### config.mk
export PLATFORM = sky130hd
export DESIGN_NAME = alu_sequencer
export DESIGN_NICKNAME = d
export VERILOG_FILES = /design/src/rtl/alu_sequencer.sv
export SDC_FILE = /design/constraint.sdc
export NUM_CORES = 1
export LEC_CHECK = 0
export CAP_MARGIN = 25
export CORE_MARGIN = 3
export CORE_UTILIZATION = 55
export CTS_CLUSTER_DIAMETER = 30
export DETAILED_ROUTE_END_ITERATION = 10
export GPL_ROUTABILITY_DRIVEN = 0
export GPL_TIMING_DRIVEN = 0
export PLACE_DENSITY_LB_ADDON = 0.12
export SLEW_MARGIN = 15
export SYNTH_ARGS = -nofsm -noshare
export SYNTH_HDL_FRONTEND = slang
export SYNTH_SLANG_ARGS = --single-unit
### constraint.sdc
create_clock -name clk -period 2.4 [get_ports clk]
set_input_delay 0.48 -clock clk [delete_from_list [all_inputs] [get_ports clk]]
set_output_delay 0.48 -clock clk [all_outputs]
set_load 0.02 [all_outputs]
### src/rtl/alu_sequencer.sv
// Two-button 3-bit ALU sequencer: btn1 increments the selected field, btn2 advances the state.
// Define AUTO_CYCLE_EN to make the SHOW state step through the ops every SHOW_CYCLES cycles.
module alu_sequencer #(
  parameter int unsigned DB_CNT      = 240000,
  parameter int unsigned SHOW_CYCLES = 24000000
) (
  input  logic       clk,
  input  logic       rst,
  input  logic       btn1,
  input  logic       btn2,
  output logic [2:0] led,
  output logic [1:0] mode
);

  localparam int unsigned DbW = $clog2(DB_CNT + 1);

  localparam logic [1:0] StSelA  = 2'd0;
  localparam logic [1:0] StSelB  = 2'd1;
  localparam logic [1:0] StSelOp = 2'd2;
  localparam logic [1:0] StShow  = 2'd3;

  localparam logic [1:0] OpAdd = 2'd0;
  localparam logic [1:0] OpSub = 2'd1;
  localparam logic [1:0] OpAnd = 2'd2;

  if (DB_CNT == 0 || SHOW_CYCLES == 0) begin : g_param_check
    $error("alu_sequencer: DB_CNT and SHOW_CYCLES must be non-zero");
  end

  // Bit 0 tracks btn1, bit 1 tracks btn2.
  logic [1:0]     sync1_q, sync2_q, db_q, press_q;
  logic [DbW-1:0] db_cnt_q [2];

  always_ff @(posedge clk) begin
    if (rst) begin
      sync1_q <= 2'b11;
      sync2_q <= 2'b11;
      db_q    <= 2'b11;
      press_q <= 2'b00;
      for (int i = 0; i < 2; i++) db_cnt_q[i] <= '0;
    end else begin
      sync1_q <= {btn2, btn1};
      sync2_q <= sync1_q;
      press_q <= 2'b00;
      for (int i = 0; i < 2; i++) begin
        if (sync2_q[i] != db_q[i]) begin
          if (db_cnt_q[i] == DbW'(DB_CNT - 1)) begin
            db_q[i]     <= sync2_q[i];
            db_cnt_q[i] <= '0;
            press_q[i]  <= ~sync2_q[i];
          end else begin
            db_cnt_q[i] <= db_cnt_q[i] + DbW'(1);
          end
        end else begin
          db_cnt_q[i] <= '0;
        end
      end
    end
  end

  logic [1:0] state_q, state_d;
  logic [2:0] a_q, a_d, b_q, b_d, c, disp;
  logic [1:0] op_q, op_d;

`ifdef AUTO_CYCLE_EN
  localparam int unsigned SwW = $clog2(SHOW_CYCLES + 1);
  logic [SwW-1:0] show_cnt_q, show_cnt_d;
`endif

  always_comb begin
    state_d = state_q;
    a_d     = a_q;
    b_d     = b_q;
    op_d    = op_q;
    // btn2 wins when both events land in the same cycle.
    if (press_q[1]) begin
      case (state_q)
        StSelA:  state_d = StSelB;
        StSelB:  state_d = StSelOp;
        StSelOp: state_d = StShow;
        default: state_d = StSelA;
      endcase
    end else if (press_q[0]) begin
      case (state_q)
        StSelA:  a_d  = a_q + 3'd1;
        StSelB:  b_d  = b_q + 3'd1;
        StSelOp: op_d = op_q + 2'd1;
        default: ;
      endcase
    end
`ifdef AUTO_CYCLE_EN
    // Held at zero outside SHOW so every entry starts a fresh period.
    show_cnt_d = '0;
    if (state_q == StShow) begin
      if (show_cnt_q == SwW'(SHOW_CYCLES - 1)) begin
        op_d = op_q + 2'd1;
      end else begin
        show_cnt_d = show_cnt_q + SwW'(1);
      end
    end
`endif
  end

  always_comb begin
    case (op_q)
      OpAdd:   c = a_q + b_q;
      OpSub:   c = a_q - b_q;
      OpAnd:   c = a_q & b_q;
      default: c = a_q | b_q;
    endcase
    case (state_q)
      StSelA:  disp = a_q;
      StSelB:  disp = b_q;
      StSelOp: disp = {1'b0, op_q};
      default: disp = c;
    endcase
  end

  always_ff @(posedge clk) begin
    if (rst) begin
      state_q <= StSelA;
      a_q     <= 3'b010;
      b_q     <= 3'b011;
      op_q    <= OpAdd;
      led     <= 3'b111;
    end else begin
      state_q <= state_d;
      a_q     <= a_d;
      b_q     <= b_d;
      op_q    <= op_d;
      led     <= ~disp;
    end
  end

`ifdef AUTO_CYCLE_EN
  always_ff @(posedge clk) begin
    if (rst) show_cnt_q <= '0;
    else     show_cnt_q <= show_cnt_d;
  end
`endif

  assign mode = state_q;

endmodule
==> run metrics, run 1 <==
Multi-input gate area 0.00161 mm²; Num CTS Buffers 9; Post-CTS Resized 0; TritonCTS clock tree yes; syn avg cell area ~10 µm²; outcome completed; Crit Path Category reg -> reg; EDFF count, synth 36; crit end category flip-flop; Layout area overhead 16.5%; HP Start sync1_q[0]; Max Cap Viol 0; Sw Ratio a little over a fifth; Sw Pwr 0.442 mW; r2r worst-path depth 5; drt initial violations 125; R2R Setup Slk a little over 0.09 ns; Routed Antenna Nets 0; Post-synth top cells nor2_1, edfxtp_1, xnor2_1; Vias 2229; fin crit period 2.31 ns; combinational share of power 3.8%; synthesized area roughly 0.0031 mm²; overall routing resource usage 18.7%; Die Ht between 80 and 90 µm; register bit total from synthesis between 50 and 60; top-count cell post-synth nor2_1; leakage 1.31 nW; Core ar. 0.00527 mm²; Placed Cells roughly 420; die span in x approximately 81 µm; Final Skew between 0.007 and 0.008 ns; I/O Pins 9; pwr dens around 570 mW/mm²; CTS H-tree lvls 3; CTS clk-pin slew, worst paths 0.07 ns; sequential cell area fraction in the yosys report 48.8%; Net count, final 383; maximum clock rate 0.433 GHz; relative slew slack 62.6%; power share of the clock group a little over two fifths; final wirelength about 5300 µm; final hold viol count 0; synth unique cells 40; Syn Inst Count 306; Worst-Margin Slew 0.556 ns; first-pass GRT wire length slightly above 9000 µm; layout cell share with drive strength beyond 1 7.90%; grt ovf 0; Final Max Slew Viols 0; via/cell ratio 5.10; top_reg_cell synth edfxtp_1; worst flop-to-flop path endpoint db_cnt_q[0][9]; largest net degree at the start of global routing 11; IR drop worst, VDD 0.427 mV; final core occ ~68%; final cell count without fillers around 440; WP data arrival around 2.4 ns; final count of negative-setup-slack endpoints 0; Setup Fix Bufs, Post-CTS 0; Pre-antenna DRT Iters 4; worst hold path stage count 1; Buffers on Ports 8; Setup TNS 0 ns; CP max FO 10; ranking of synthesized cells by area edfxtp_1, dfxtp_1, xnor2_1; asr flop ratio synth 0%; Die Area roughly 0.0065 mm²; CTS Buffer Depth 2; leading area contributor after synthesis edfxtp_1; Synth Warn # 0; CP Data Required Time 2.48 ns; clock root buffer clkbuf_8; Hold Path End sync2_q[0]; Initial Utilization 58.3%; Post-route DRC 0; Filler cells ~440; CP startpoint kind flip-flop; Clk Latency, worst-skew pair 0.33 ns; RSZ-0062 raised after global routing false; reg2reg start db_cnt_q[0][12]; initial antenna violation count 0; routed wire length per instance about 12 µm; Tcrit/Tclk final 96.1%; internal power around 1.6 mW; clock tree sinks 57; antenna fix cells 0; placed wire-length estimate just under 4000 µm; Rows 26; post-synth top area share 35.2%; Register Area 0.00150 mm²; Hold WC Path Type reg -> reg; vias in the first global route 2144; cts-stage hold buffer count 0; sequential share of power 54.3%; CP startpoint db_cnt_q[0][12]
[layout make-up]
class                   count  area share [%]
plain buffers               4           0.664
clock buffers              14            5.10
clock inverters             2           0.280
inverters                  19            1.99
multi-input cells         261            44.9
flip-flops and latches     57            41.9
well taps                  70            2.45
repair buffers             10            2.66
[cells by family after synthesis]
family / share of synthesized area (%)
AO/OA/AOI/OAI: 6.06
other: 0.122
AND/OR/NAND/NOR: 22.0
adder cells (fa/ha/maj): 7.16
multiplexers: 1.63
buffers and inverters: 3.09
flip-flops: 48.8
XOR/XNOR: 11.1
[placed cells by master, fill, tap and decap left out, drive strengths merged, types with 3 or more instances in the layout]
master	count
nand2	20
xnor2	28
clkbuf	16
nor2	53
ha	16
a21oi	8
dfxtp	21
xor2	11
mux2i	5
buf	4
edfxtp	36
conb	36
nor3	9
clkdlybuf4s50	8
or4	3
o21ai	7
nand3	22
inv	19
nor4	10
nand4	10
or2	4
[worst max path at each step]
stage                      end  depth (start not counted)
6_report        db_cnt_q[0][9]                          5
5_1_grt        db_cnt_q[0][11]                          5
4_1_cts        db_cnt_q[1][15]                          5
3_5_place_dp   db_cnt_q[1][15]                          5
3_3_place_gp   db_cnt_q[1][10]                          5
2_1_floorplan  db_cnt_q[0][11]                          5
[stage by stage]
| step | power [mW] | hold WS, ns | instance area (µm²) | setup slack, ns |
|---|---|---|---|---|
| global route | 2.11 | 0.428 | 3580 | 0.0216 |
| detailed placement | 1.20 | 0.403 | 3370 | 0.107 |
| floorplan | 1.17 | 0.389 | 3210 | 0.296 |
| CTS | 2.06 | 0.418 | 3570 | 0.0819 |
| finish | 2.03 | 0.417 | 3580 | 0.0926 |
| global placement | 1.20 | 0.393 | 3370 | 0.122 |
[registers in the layout, summed over array words and instances, names as in the netlist]
register  cells
mode          2
press_q       2
sync2_q       2
led           3
db_cnt_q     36
op_q          2
sync1_q       2
a_q           3
b_q           3
db_q          2
[worst max-delay path, stage by stage (launching register included)]
cell,delay (ns)
edfxtp_1,0.47
or4b_1,0.54
or4_4,0.57
o21bai_4,0.24
buf_6,0.18
nor2_1,0.05
[power by group through the flow]
| stage | combinational, mW | sequential (mW) | clock (mW) |
|---|---|---|---|
| finish | 0.0775 | 1.10 | 0.852 |
| global route | 0.0892 | 1.11 | 0.913 |
| CTS | 0.0756 | 1.10 | 0.877 |
| detailed placement | 0.0752 | 1.12 | 0 |
| global placement | 0.0741 | 1.12 | 0 |
| floorplan | 0.0567 | 1.12 | 0 |
[layer usage]
metal  vias up  part of all wire (%)  GRT usage, %
met5         -                     0             0
met4         0                   1.6          9.46
met3         6                   3.8          5.21
met2        37                    46          28.8
met1      1027                    49          24.3
li1       1159                     -             -
No activity file was read; power rests on OpenSTA's default activity.
==> run 2, diff against run 1 <==
- CTS_BUF_LIST: unset -> sky130_fd_sc_hd__clkbuf_4 sky130_fd_sc_hd__clkbuf_8
- GPL_TIMING_DRIVEN: 0 -> unset
==> run metrics, run 2 (synthesized netlist as in run 1, its figures left out) <==
outcome completed; final core occ 68.0%; pwr dens 572 mW/mm²; CTS H-tree lvls 3; initial antenna violation count 0; grt ovf 0; CP Data Required Time 2.49 ns; Post-CTS Resized 0; fin crit period between 2 and 2.5 ns; internal power 1.61 mW; Post-route DRC 0; crit end category flip-flop; I/O Pins 9; placed wire-length estimate 3910 µm; RSZ-0062 raised after global routing false; via/cell ratio 5.19; Core ar. 0.00527 mm²; sequential share of power 53.9%; relative slew slack 60.5%; cts-stage hold buffer count 0; Crit Path Category reg -> reg; Pre-antenna DRT Iters 4; first-pass GRT wire length 9460 µm; drt initial violations between 100 and 150; CP startpoint kind flip-flop; routed wire length per instance 12.3 µm; Final Skew 0.00947 ns; Reg with most FFs db_cnt_q; Setup TNS 0 ns; Buffers on Ports 8; Clk Latency, worst-skew pair between 0.3 and 0.4 ns; overall routing resource usage approximately a fifth; Max Cap Viol 0; combinational share of power 3.8%; antenna fix cells 0; final count of negative-setup-slack endpoints 0; leakage ~1.3 nW; Sw Ratio 21.2%; Die Area 0.00652 mm²; Num CTS Buffers 9; IR drop worst, VDD 0.488 mV; Tcrit/Tclk final 92.9%; CTS Buffer Depth 2; clock root buffer clkbuf_8; die span in x approximately 81 µm; vias in the first global route 2155; final hold viol count 0; final worst setup slack ~0.17 ns; power share of the clock group 42.3%; CP max FO 15; Vias 2256; final wirelength 5360 µm; Initial Utilization about three fifths; Total Power 2.05 mW; layout cell share with drive strength beyond 1 7.95%; Setup Fix Bufs, Post-CTS 0; Worst-Margin Slew 0.588 ns; Net count, final 381; clock tree sinks 57; Routed Antenna Nets 0; Layout area overhead 16.5%; TritonCTS clock tree yes; Hold WC Path Type reg -> reg; CTS clk-pin slew, worst paths roughly 0.060 ns; max reg flops 36; hold slack final 0.408 ns; largest net degree at the start of global routing 19; worst slack at placement around 0.092 ns; WP data arrival 2.32 ns; Rows 26; most common cell after layout, fill and taps aside nor2_1; maximum clock rate 0.448 GHz; Final Max Slew Viols 0; Filler cells roughly 450; Die Ht 80.8 µm; Sw Pwr between 0.4 and 0.5 mW; most frequent cells in the layout nor2_1, edfxtp_1, conb_1
==> run 2: critical path, stage by stage, from the launching register on <==
cell and delay (ns):
edfxtp_1 0.45, or4b_1 0.55, or4_4 0.57, o21bai_4 0.20
buf_12 0.16, nor2_1 0.06
==> run 2: final timing paths <==
path,cells past startpoint,start,slack (ns),end
min reg2reg,1,sync1_q[0],0.41,sync2_q[0]
max,5,db_cnt_q[0][12],0.17,db_cnt_q[0][3]
max reg2reg,5,db_cnt_q[0][12],0.17,db_cnt_q[0][3]
min,1,sync1_q[0],0.41,sync2_q[0]
==> run 2: area by class of cell <==
class	count	area, µm²	share of cell area [%]
Inverter	19	71.3	1.99
Clock buffer	12	146	4.09
Multi-Input combinational cell	261	1610	44.9
Sequential cell	57	1500	41.9
Timing Repair Buffer	12	123	3.42
Tap cell	70	87.6	2.44
Clock inverter	4	43.8	1.22
==> run 2: per-layer routing <==
| layer | global-route usage [%] | wire, µm | share of wire, % | vias to the layer above |
|---|---|---|---|---|
| met3 | 4.21 | 182 | 3.4 | 15 |
| li1 | - | - | - | 1153 |
| met5 | 0 | 0 | 0 | - |
| met4 | 11.5 | 127 | 2.4 | 0 |
| met2 | 28.6 | 2390 | 45 | 37 |
| met1 | 25.3 | 2660 | 50 | 1051 |
==> run 2: metrics by stage <==
step	cells	cell area (µm²)
4_1_cts	434	3560
6_report	435	3580
3_3_place_gp	418	3370
3_5_place_dp	418	3370
5_1_grt	435	3580
2_1_floorplan	341	3210
==> run 2: power by group through the flow <==
| stage | clock network [mW] | logic (mW) | registers (mW) |
|---|---|---|---|
| after floorplan | 0 | 0.0567 | 1.12 |
| after global placement | 0 | 0.0740 | 1.12 |
| after detailed placement | 0 | 0.0748 | 1.12 |
| after CTS | 0.887 | 0.0755 | 1.10 |
| after global routing | 0.925 | 0.0902 | 1.11 |
| final | 0.866 | 0.0788 | 1.10 |
==> run 3, diff against run 2 <==
- CORE_UTILIZATION: 55 -> 60
- SKIP_LAST_GASP: unset -> 1
==> run metrics, run 3 (synthesized netlist as in run 1, its figures left out) <==
layout cell share with drive strength beyond 1 7.69%; WP data arrival 2.36 ns; maximum clock rate 0.436 GHz; Filler cells 375; Buffers on Ports 8; CTS clk-pin slew, worst paths 0.07 ns; most common cell after layout, fill and taps aside nor2_1; final worst setup slack 0.108 ns; met1 global-route usage 26.9%; first-pass GRT wire length 9630 µm; Vias 2216; largest net degree at the start of global routing 19; final wirelength 5370 µm; Rows 25; cts-stage hold buffer count 0; Hold WC Path Type reg -> reg; Max Cap Viol 0; relative slew slack 49.7%; Die Area around 0.006 mm²; CTS H-tree lvls 3; Reg with most FFs db_cnt_q; clock tree sinks 57; Setup Fix Bufs, Post-CTS 0; I/O Pins 9; final count of negative-setup-slack endpoints 0; Core ar. 0.00485 mm²; die span in x just under 80 µm; placed wire-length estimate 3800 µm; Clk Latency, worst-skew pair about 0.33 ns; crit end category flip-flop; Routed Antenna Nets 0; via/cell ratio 5.14; Num CTS Buffers 9; vias in the first global route 2109; leakage roughly 1.3 nW; most frequent cells in the layout nor2_1, edfxtp_1, conb_1; CTS Buffer Depth 2; overall routing resource usage 20.7%; Setup TNS 0 ns; Layout area overhead 15.9%; met3 Usage GRT 6.26%; TritonCTS clock tree yes; RSZ-0062 raised after global routing false; worst slack at placement approximately 0.12 ns; max reg flops 36; final hold viol count 0; Crit Path Category reg -> reg; Final Skew 0.00736 ns; Die Ht roughly 78 µm; initial antenna violation count 0; CP startpoint kind flip-flop; outcome completed; Net count, final 380; antenna fix cells 0; pwr dens 576 mW/mm²; CP Data Required Time 2.47 ns; Post-CTS Resized 0; Final Max Slew Viols 0; CP max FO 16; GRT busiest layer met2; Total Power just over 2 mW; fin crit period ~2.3 ns; met2 usage 31.3%; clock root buffer clkbuf_8; routed wire length per instance about 12 µm; Tcrit/Tclk final 95.5%; Initial Utilization 63.4%; grt ovf 0; Worst-Margin Slew 0.748 ns; drt initial violations between 100 and 150; Post-route DRC 0; Pre-antenna DRT Iters 4; IR drop worst, VDD around 0.46 mV
[run 3: cell count changes in the layout (fill, tap and decap cells not counted), sizes merged]
| cell | change |
|---|---|
| clkinv | +2 |
| buf | -1 |
| clkbuf | -2 |
[run 3: critical path: stages (launching register included)]
cell,delay [ns]
edfxtp_1,0.47
or4b_1,0.54
or4_4,0.56
o21bai_4,0.36
nor2_1,0.10
[run 3: worst paths after layout]
check             slack, ns  cells past startpoint        endpoint             from
setup reg to reg       0.11                      4  db_cnt_q[0][7]  db_cnt_q[0][12]
setup / recovery       0.11                      4  db_cnt_q[0][7]  db_cnt_q[0][12]
hold / removal         0.42                      1      sync2_q[1]       sync1_q[1]
hold reg to reg        0.42                      1      sync2_q[1]       sync1_q[1]
[run 3: area by class of cell]
type,instances,area [µm²],share of cell area [%]
sequential,57,1500,42.1
clock buffer,10,138,3.86
timing repair buffer,11,103,2.88
multi-input combinational,261,1610,45.2
tap,67,83.8,2.35
inverter,19,71.3,2.00
clock inverter,6,57.6,1.62
[run 3: power by group]
| group | internal (mW) | switching [mW] | total, mW | leakage (nW) |
|---|---|---|---|---|
| registers | 1.07 | 0.0330 | 1.10 | 0.542 |
| logic | 0.0340 | 0.0427 | 0.0767 | 0.655 |
| clock network | 0.500 | 0.372 | 0.872 | 0.103 |
| total | 1.61 | 0.448 | 2.05 | 1.30 |
[run 3: per-layer routing]
metal  up-vias  share of wire (%)
li1       1152                  -
met1      1032                 49
met2        25                 47
met3         7                2.9
met4         0                1.4
met5         -                  0
[run 3: stage by stage]
| step | area, µm² | hold slack [ns] | util, % | std cells |
|---|---|---|---|---|
| detailed placement | 3370 | 0.408 | 69.5 | 415 |
| finish | 3560 | 0.417 | 73.5 | 431 |
| floorplan | 3210 | 0.389 | - | 341 |
| CTS | 3560 | 0.424 | 73.5 | 431 |
| global placement | 3370 | 0.392 | 69.5 | 415 |
| global route | 3560 | 0.428 | 73.5 | 431 |
